### config.mk
export PLATFORM = sky130hd
export DESIGN_NAME = lc3b_regfile_sb
export DESIGN_NICKNAME = d
export VERILOG_FILES = /design/src/rtl/lc3b_pkg.sv /design/src/rtl/lc3b_cc_gen.sv /design/src/rtl/lc3b_regfile_sb.sv
export SDC_FILE = /design/constraint.sdc
export NUM_CORES = 1
export LEC_CHECK = 0
export BUFFER_PORTS_ARGS = -buffer_cell sky130_fd_sc_hd__buf_2
export CAP_MARGIN = 20
export CORE_MARGIN = 5
export CORE_UTILIZATION = 25
export DETAILED_ROUTE_END_ITERATION = 12
export GPL_TIMING_DRIVEN = 0
export HOLD_SLACK_MARGIN = 0.08
export PLACE_DENSITY = 0.52
export SYNTH_ARGS = -nofsm -noshare
export SYNTH_HDL_FRONTEND = slang
export SYNTH_SLANG_ARGS = --single-unit
### constraint.sdc
create_clock -name clk -period 3.6 [get_ports clk]
set_input_delay 1.08 -clock clk [delete_from_list [all_inputs] [get_ports clk]]
set_output_delay 1.08 -clock clk [all_outputs]
set_load 0.1 [all_outputs]
### src/rtl/lc3b_pkg.sv
// Shared LC-3b datapath defaults, condition-code encodings and types.
package lc3b_pkg;

  localparam int DATA_W_DEF   = 16;
  localparam int NUM_REGS_DEF = 8;

  typedef logic [2:0] cc_t;

  localparam cc_t CC_N = 3'b100;
  localparam cc_t CC_Z = 3'b010;
  localparam cc_t CC_P = 3'b001;

endpackage

### src/rtl/lc3b_cc_gen.sv
// Value-to-NZP encoder, shared by the register file and the branch unit.
module lc3b_cc_gen
  import lc3b_pkg::*;
#(
  parameter int DATA_W = DATA_W_DEF
) (
  input  logic [DATA_W-1:0] value,
  output cc_t               cc
);

  always_comb begin
    cc = CC_P;
    unique case (1'b1)
      value[DATA_W-1]: cc = CC_N;
      (value == '0):   cc = CC_Z;
      default:         cc = CC_P;
    endcase
  end

endmodule

### src/rtl/lc3b_regfile_sb.sv
// LC-3b register file with write-through bypass, NZP register and
// a pending-write scoreboard for decode-stage RAW detection.
module lc3b_regfile_sb
  import lc3b_pkg::*;
#(
  parameter int                DATA_W    = DATA_W_DEF,
  parameter int                NUM_REGS  = NUM_REGS_DEF,
  parameter int                ADDR_W    = 3,
  parameter bit                BYPASS    = 1'b1,
  parameter logic [DATA_W-1:0] RESET_VAL = '0
) (
  input  logic                clk,
  input  logic                rst,
  input  logic [ADDR_W-1:0]   sr1,
  input  logic [ADDR_W-1:0]   sr2,
  output logic [DATA_W-1:0]   sr1_out,
  output logic [DATA_W-1:0]   sr2_out,
  input  logic                Write,
  input  logic [ADDR_W-1:0]   dr,
  input  logic [DATA_W-1:0]   dr_in,
  input  logic                ld_cc,
  output logic [2:0]          cc_out,
  input  logic                issue,
  input  logic [ADDR_W-1:0]   issue_dr,
  output logic                sr1_busy,
  output logic                sr2_busy,
  output logic [NUM_REGS-1:0] busy_vec
);

  logic [DATA_W-1:0]   regs [NUM_REGS];
  logic [NUM_REGS-1:0] busy;
  logic [NUM_REGS-1:0] busy_nxt;
  cc_t                 cc;
  cc_t                 cc_new;

  logic wr_ok;
  logic iss_ok;
  logic sr1_ok;
  logic sr2_ok;
  logic sr1_hit;
  logic sr2_hit;

  lc3b_cc_gen #(.DATA_W(DATA_W)) u_cc_gen (
    .value (dr_in),
    .cc    (cc_new)
  );

  assign wr_ok  = Write && (32'(dr) < NUM_REGS);
  assign iss_ok = issue && (32'(issue_dr) < NUM_REGS);
  assign sr1_ok = 32'(sr1) < NUM_REGS;
  assign sr2_ok = 32'(sr2) < NUM_REGS;

  assign sr1_hit = BYPASS && wr_ok && (dr == sr1);
  assign sr2_hit = BYPASS && wr_ok && (dr == sr2);

  always_comb begin
    sr1_out = '0;
    if (sr1_hit)     sr1_out = dr_in;
    else if (sr1_ok) sr1_out = regs[sr1];
  end

  always_comb begin
    sr2_out = '0;
    if (sr2_hit)     sr2_out = dr_in;
    else if (sr2_ok) sr2_out = regs[sr2];
  end

  assign sr1_busy = sr1_ok && busy[sr1] && !sr1_hit;
  assign sr2_busy = sr2_ok && busy[sr2] && !sr2_hit;

  // Set is applied after clear: a freshly issued producer outranks
  // the completing one on the same register.
  always_comb begin
    busy_nxt = busy;
    if (wr_ok)  busy_nxt[dr] = 1'b0;
    if (iss_ok) busy_nxt[issue_dr] = 1'b1;
  end

  always_ff @(posedge clk) begin
    if (rst) begin
      for (int i = 0; i < NUM_REGS; i++) regs[i] <= RESET_VAL;
      cc   <= CC_Z;
      busy <= '0;
    end else begin
      if (wr_ok)          regs[dr] <= dr_in;
      if (Write && ld_cc) cc <= cc_new;
      busy <= busy_nxt;
    end
  end

  assign cc_out   = cc;
  assign busy_vec = busy;

endmodule

**After elaboration in Yosys (flattened, before gate mapping)**

Memories as Yosys holds them, arrays and structs flattened.
Index checks and enable logic that the tools add are counted.

- ROM bits: 0
- Output and inout bits: 45
- Memories kept: 1
- Memory bits (writable): 128
- Word-level logic and storage cells: 46
- Flip-flop bits (word level): 11
- Bits in latches: 0

Memory list:

| memory | depth | width | read ports | clocked after Yosys merged registers in | write ports | RTL line | source |
|---|---|---|---|---|---|---|---|
| regs | 8 | 16 | 2 | 0 | 8 | lc3b_regfile_sb.sv:30 | `logic [DATA_W-1:0] regs [NUM_REGS];` |

- Bitwise logic cells: 3
- Mux-type cells: 21
- Magnitude comparators: 6
- Div/mod/pow operators: 0
- Equal/unequal tests: 2
- $add $sub $neg: 0
- Reduce and logical (&&, ||, !) cells: 11
- Shifts and indexed selects: 0
- Multipliers: 0

Operators by type and width:

| operator | count |
|---|---|
| two-way mux 16 bit | 3 |
| zero test 16 bit | 1 |
| < comparator 3 x 4 -> 1 bit, second input constant | 4 |
| two-way mux 8 bit | 2 |
| OR reduction 16 bit | 1 |
| two-way mux 1 bit | 10 |
| AND 8 bit | 1 |
| NOT 8 bit | 1 |
| bitwise OR 8 bit | 1 |
| logical AND 1 bit | 7 |
| binary-select mux 1 bit (select 3 bit) | 2 |
| demux 1 bit (select 3 bit) | 2 |
| equality test 3 bit | 2 |
| >= comparator 3 x 1 -> 1 bit, second input constant | 2 |
| one-hot mux 3 bit (2 select lines) | 1 |
| two-way mux 3 bit | 1 |
| zero test 1 bit | 2 |

**Logic depth before layout (Yosys ltp)**

Gate-level depths: netlist of run 1.

- Word-level depth: 9
- Mapped depth: 6
- Mapped depth without buffers: 3

**Cells and area by module**

Synthesis of run 1 repeated with hierarchy kept, for this count alone.

- Cell total of the unflattened synthesis: 517
- Area total of the unflattened synthesis: 8129.0 um2

Modules (own cells, without submodules):

| module | cells an instance | sequential area each (um2) | area each (um2) | times used |
|---|---|---|---|---|
| lc3b_regfile_sb | 510 | 4063.9 | 8082.8 | 1 |
| lc3b_cc_gen | 7 | 0.0 | 46.3 | 1 |

**Worst setup path after synthesis of run 1**

OpenSTA, ideal clock, no wires.

- Path kind: input to output
- From: in sr1[1]
- To: out sr1_busy
- Buffers on the path: 2
- Stages: 5
- Slack: -0.193 ns
- Data arrival time: 2.713 ns
- Data required time: 2.520 ns
- Cells stage by stage: clkbuf_1 -> clkbuf_1 -> mux4_1 -> mux2_2 -> and2_1

- Cells in the longest elaborated chain, start to end: 4
- Elaborated cells between the ends (all ways): 6
- Those cells by class: eq/ne (1); mux (2); reduce/logical (3)

RTL lines:

| item | RTL line | source |
|---|---|---|
| start: declaration | lc3b_regfile_sb.sv:14 | `input logic [ADDR_W-1:0] sr1,` |
| branches (longest 3 deep; another with binary-select mux 1 bit (select 3 bit)) | -- |  |
| logical AND 1 bit * | lc3b_regfile_sb.sv:68 | `assign sr1_busy = sr1_ok && busy[sr1] && !sr1_hit;` |
| end: declaration | lc3b_regfile_sb.sv:25 | `output logic sr1_busy,` |

Mark *: on every way between the ends. The select of a mux whose other input is x is not followed.

**Worst setup path in the final report of run 1**

- From: in sr2[0]
- To: out sr2_out[12]

- Cells in the longest elaborated chain, start to end: 3
- Elaborated cells between the ends (all ways): 4
- Those cells by class: eq/ne (1); mux (1); reduce/logical (1); memory (1)

RTL lines:

| item | RTL line | source |
|---|---|---|
| start: declaration | lc3b_regfile_sb.sv:15 | `input logic [ADDR_W-1:0] sr2,` |
| branches (longest 2 deep; another with memory read (8 x 16 bit)) | -- |  |
| two-way mux 16 bit * | lc3b_regfile_sb.sv:64 | `if (sr2_hit) sr2_out = dr_in;` |
| end: declaration | lc3b_regfile_sb.sv:17 | `output logic [DATA_W-1:0] sr2_out,` |

Mark *: on every way between the ends.

==> impl_metrics.toml, run 1 <==
[power]
power.density_nw_per_um2 = 489.0
ir_worst_vdd_uv = 280.8
leakagePower_nw = 4.027

[sta]
worst-slew-pin-transition_ps = 986.4
setup_slack_ps = -143.9
timing.slew.headroom_pct = 33.74
rsz0062_at_grt = "yes"
fin_setup_tns_ps = -3188
final_hold_viol_count = 0
clock_skew_ps = 0
finalMaxSlewViolations = 0
clock.fmax_mhz = 267.1
setup_violations = 32
fin_crit_sh_pct = 104.0
period_minus_slack_ps = 3744

[drt]
wirelength_um = 24130
dr.pass1.iters = 4
top_layer = "met5"
met2_length_um = 11820
routed_via_density = 4.599
m1WireLength_um = 10490
routed-wl-met3_um = 1313
ant_nets = 0
drc = 0
drt-wirelength-per-cell_um = 22.18
initialDrtViolationCount = 241
via_count = 5004

[final_layout]
nets = 667
drive_above_1_share_pct = 42.17
area_growth_pct = 30.21
final_cells = 1088
fillers = 3153

[placement]
place_inst = 1044
dpl.hpwl_um = 16420
post-place-ws_ps = -712.8
place.gp.congestion = 0.7490
place.port_buffers = 68

[clocking]
htreeDepth = 4
cts_max_path_buffers = 2
cts_tree = "done"
insertion_delay_ps = 420
cts_root_buffer = "clkbuf_16"
cts_hold_buffers = 0
path_clk_slew_ps = 60
numCtsBuffers = 17
cts.sinks = 139

[worst_hold_path]
hold_path.class = "reg -> reg"

[setup_path]
start_kind = "primary input"
cp-end-kind = "primary output"
worstSetupPathType = "in -> out"
critPathMaxFanout = 10
worstPathRequired_ps = 2520
arrival_ps = 2660

[floorplan]
io_pins = 78
initial_core_util_pct = 25.24
die_y_um = 191.0
dieArea_um2 = 36490
num_rows = 66
die_x_um = 191.0
core-area_um2 = 32450

[global_route]
grt_pass1_vias = 5264
grt_overflow_total = 0
grtUsageTotal_pct = 13.25
grt_max_degree = 18
antenna_found_initial = 3
grt_pass1_wl_um = 35290

[yosys]
synthDistinctLibCells = 34
syn-num-nets = 564
synth_edf_count = 128
synth.largest_area_cell = "edfxtp_1"
synthFlopType = "edfxtp_1"
synth_area_leaders = "edfxtp_1 (47%), mux4_1 (22%), and2_1 (10%), mux2_2 (7.7%), dfxtp_1 (2.7%)"
yosysSeqAreaShare_pct = 49.61
synthCells = 531
yosys.area.top_type_share_pct = 46.92
yosysMostFrequentCell = "and2_1"
yosys_warnings = 0
netlist_top_cells_count = "and2_1 (131), edfxtp_1 (128), mux4_1 (68)"
synthesis.area_um2 = 8192
async_reset_ff_share_pct = 0
postSynthAreaPerCell_um2 = 15.43
ys_ff_latch = 139

[run_status]
status = "finished, violations left"
violations = "negative setup slack"

[flow_run]
max_cap_viol_count = 0
-- per-stage QoR --
stage / utilization (%) / hold slack, ps / instance area, um2 / total power, mW
floorplan: - / 883.7 / 8328 / 2.842
finish: 32.87 / 468.4 / 10670 / 5.215
CTS: 32.64 / 463.2 / 10590 / 5.221
global placement: 28.41 / 459.8 / 9221 / 3.074
detailed placement: 28.59 / 454.9 / 9278 / 3.090
global route: 32.87 / 494.9 / 10670 / 5.356
-- state kept, by name, indices dropped and copies added, names as in the netlist --
name,count
regs,128
cc_out,3
busy_vec,8
-- final timing paths --
| check | startpoint | to | slack [ps] | depth (start not counted) |
|---|---|---|---|---|
| setup reg to reg | cc_out[1] | cc_out[1] | 2880 | 1 |
| setup / recovery | sr2[0] | sr2_out[12] | -140 | 6 |
| hold reg to reg | cc_out[2] | cc_out[2] | 470 | 2 |
| hold / removal | cc_out[2] | cc_out[2] | 470 | 2 |
-- cell usage in the layout (no fill, tap or decap), types with 3 or more instances in the layout --
cell        netlist  routed
and2_1          131     129
edfxtp_1        128     128
mux2_4           10      58
mux4_2            0      55
buf_12            0      40
buf_2             3      37
clkbuf_1         35      27
clkbuf_16         0      20
mux4_1           68      13
inv_1            11      11
dfxtp_1          11      11
nor2_1            9       9
mux2_2           56       8
nand2_1           8       8
buf_16            0       7
buf_6            14       7
clkbuf_8          0       6
clkinvlp_4        0       6
o21ai_0           5       5
buf_4             0       5
xnor2_1           6       4
a31o_2            4       4
bufinv_16         0       4
buf_8             0       4
o21bai_2          0       3
nor4_1            3       3
nand3_1           3       3
-- power by group --
| part | internal [mW] | switching, mW |
|---|---|---|
| clock | 1.15 | 0.686 |
| sequential | 1.87 | 0.0499 |
| combinational | 0.616 | 0.846 |
-- kinds of logic after synthesis --
| family | Yosys count | synth area share [%] |
|---|---|---|
| AND/OR/NAND/NOR | 169 | 12.45 |
| flip-flops | 139 | 49.61 |
| multiplexers | 134 | 31.34 |
| buffers and inverters | 63 | 4.216 |
| AO/OA/AOI/OAI | 20 | 1.741 |
| XOR/XNOR | 6 | 0.6415 |
-- area by class of cell --
| type | instances | area, um2 | area share, % |
|---|---|---|---|
| Buffer | 52 | 493.0 | 4.622 |
| Timing Repair Buffer | 84 | 1122 | 10.52 |
| Clock inverter | 12 | 175.2 | 1.642 |
| Tap cell | 442 | 553.0 | 5.185 |
| Sequential cell | 139 | 4064 | 38.10 |
| Multi-Input combinational cell | 329 | 3786 | 35.50 |
| Inverter | 11 | 41.29 | 0.3871 |
| Antenna cell | 1 | 2.502 | 0.02346 |
| Clock buffer | 18 | 429.2 | 4.023 |
-- what timing repair did --
| item | 4_1_cts | 5_1_grt |
|---|---|---|
| pin swaps | 1 | 0 |
| setup endpoints to repair | 34 | 33 |
| gates resized for setup | 237 | 19 |
| cloned | 5 | 1 |
| setup buffers | 7 | 0 |
-- metal layers --
layer | vias to the layer above | track usage, %
li1 | 2235 | -
met5 | - | 0
met4 | 4 | 4.254
met3 | 32 | 3.104
met1 | 2600 | 17.24
met2 | 133 | 21.93
-- worst max-delay path, stage by stage --
cell and delay, ps:
buf_16 130, buf_12 160, mux4_2 540, mux2_4 280, mux2_4 270, buf_12 170
No activity file was read; power rests on OpenSTA's default activity.
==> run 2: changes to the inputs <==
--- a/config.mk
+++ b/config.mk
@@ -12,7 +12,7 @@
 export DETAILED_ROUTE_END_ITERATION = 12
 export GPL_TIMING_DRIVEN = 0
 export HOLD_SLACK_MARGIN = 0.08
-export PLACE_DENSITY = 0.52
 export SYNTH_ARGS = -nofsm -noshare
 export SYNTH_HDL_FRONTEND = slang
 export SYNTH_SLANG_ARGS = --single-unit
+export TNS_END_PERCENT = 5
==> run 2 against run 1 <==
The flow still finishes with violations (negative setup slack). Clock-buffer cell count stayed put. Final cell count is 0.46% higher. Global-route usage is 0.62 points higher. Cell area is 0.27% lower. Register-to-register slack hardly changed. Critical path depth stayed put. First-iteration DRC count grew to 2.5 times the previous value. Largest power group unchanged. Highest routed layer is now met4.
==> impl_metrics.toml, run 2 (synthesis results as in run 1) <==
[setup_path]
slowest_delay_ps = 500
start_kind = "primary input"
worstSetupPathType = "in -> out"
path_cells = "buf_16 -> buf_12 -> mux4_2 -> mux2_4 -> mux2_4 -> buf_12"
crit_buf_inv = 3
cp-end-kind = "primary output"
arrival_ps = 2630
slowest_stage = "mux4_2"
cp_top_family = "multiplexers"
critPathMaxFanout = 8
worstPathRequired_ps = 2520

[clocking]
htreeDepth = 4
insertion_delay_ps = 420
cts_hold_buffers = 0
cts_tree = "done"
cts_root_buffer = "clkbuf_16"
cts_max_path_buffers = 2
path_clk_slew_ps = 60
cts.sinks = 139
numCtsBuffers = 17

[global_route]
grt_pass1_vias = 5539
grt_overflow_total = 0
antenna_found_initial = 0
grtUsageTotal_pct = 13.88
grt_pass1_wl_um = 36680
grt_max_degree = 18

[floorplan]
initial_core_util_pct = 25.24
core-area_um2 = 32450
io_pins = 78
die_y_um = 191.0
num_rows = 66
dieArea_um2 = 36490
die_x_um = 191.0

[sta]
rsz0062_at_grt = "yes"
final_hold_viol_count = 0
timing.slew.headroom_pct = 32.11
clock_skew_ps = 0
clock.fmax_mhz = 269.2
worst-slew-pin-transition_ps = 1018
period_minus_slack_ps = 3715
fin_crit_sh_pct = 103.2
finalMaxSlewViolations = 0
setup_violations = 32
setup_slack_ps = -114.8
fin_hold_ws_ps = 473.6

[final_layout]
drive_above_1_share_pct = 43.32
nets = 671
final_cells = 1093
max_flop_register = "regs"
largest_reg_flops = 128
area_growth_pct = 29.86
diodes = 0
layout_commonest_cell = "and2_1"
final_cell_mix = "and2_1 (129), edfxtp_1 (128), mux4_2 (59)"

[drt]
initialDrtViolationCount = 611
ant_nets = 0
via_count = 5131
drc = 0
routed_via_density = 4.694
dr.pass1.iters = 5
drt-wirelength-per-cell_um = 23.02
wirelength_um = 25170

[power]
leakagePower_nw = 3.991
ir_worst_vdd_uv = 335.8
fin_total_pwr_mw = 5.145
power.density_nw_per_um2 = 483.7

[placement]
dpl.hpwl_um = 16130
place.gp.congestion = 0.7659
post-place-ws_ps = -974.2
place_inst = 1045
place.port_buffers = 68

[worst_hold_path]
hold_path.class = "reg -> reg"

[flow_run]
max_cap_viol_count = 0

[run_status]
violations = "negative setup slack"
status = "finished, violations left"
-- run 2: changes by cell type in the layout (fill, tap and decap cells not counted), moves of 3 or more --
cell / previous run / this run
buf_16: 7 / 10
clkbuf_16: 20 / 17
clkbuf_4: 0 / 3
inv_6: 0 / 7
mux2_2: 8 / 18
mux2_4: 58 / 48
mux4_1: 13 / 9
mux4_2: 55 / 59
-- run 2: area by class of cell --
type	count	area (um2)
fillers	3168	21820
flip-flops and latches	139	4064
multi-input cells	329	3735
repair buffers	88	1197
well taps	442	553.0
plain buffers	52	457.9
clock buffers	18	429.2
clock inverters	14	160.2
inverters	11	41.29
-- run 2: through the flow --
stage	cell area, um2	setup TNS (ps)	utilization [%]
after global placement	9211	-36170	28.38
after detailed placement	9298	-26950	28.65
after CTS	10640	-3436	32.77
after global routing	10640	-3390	32.78
final	10640	-2461	32.78
after floorplan	8318	-1477	-
-- run 2: power breakdown --
| group | total (mW) | switching (mW) | internal, mW | leakage, nW |
|---|---|---|---|---|
| registers | 1.92 | 0.0544 | 1.87 | 1.33 |
| logic | 1.45 | 0.834 | 0.611 | 2.39 |
| clock network | 1.78 | 0.740 | 1.04 | 0.275 |
-- run 2: worst paths after layout --
kind	end	from	cells after the start	slack, ps
max	sr2_out[12]	sr2[0]	6	-110
min	cc_out[2]	cc_out[2]	2	470
max reg2reg	cc_out[1]	cc_out[1]	1	2870
min reg2reg	cc_out[2]	cc_out[2]	2	470
-- run 2: routing by layer --
layer	track usage [%]	vias up	wire length (um)
met5	0	-	0
met4	5.110	0	673
met3	1.881	33	1369
met2	23.75	188	12610
met1	17.98	2668	10510
li1	-	2242	-
-- run 2: what timing repair did --
action	CTS	global route
cloned	7	0
setup buffers	8	1
setup endpoints to repair	34	32
pin swaps	2	1
resized for setup	220	33
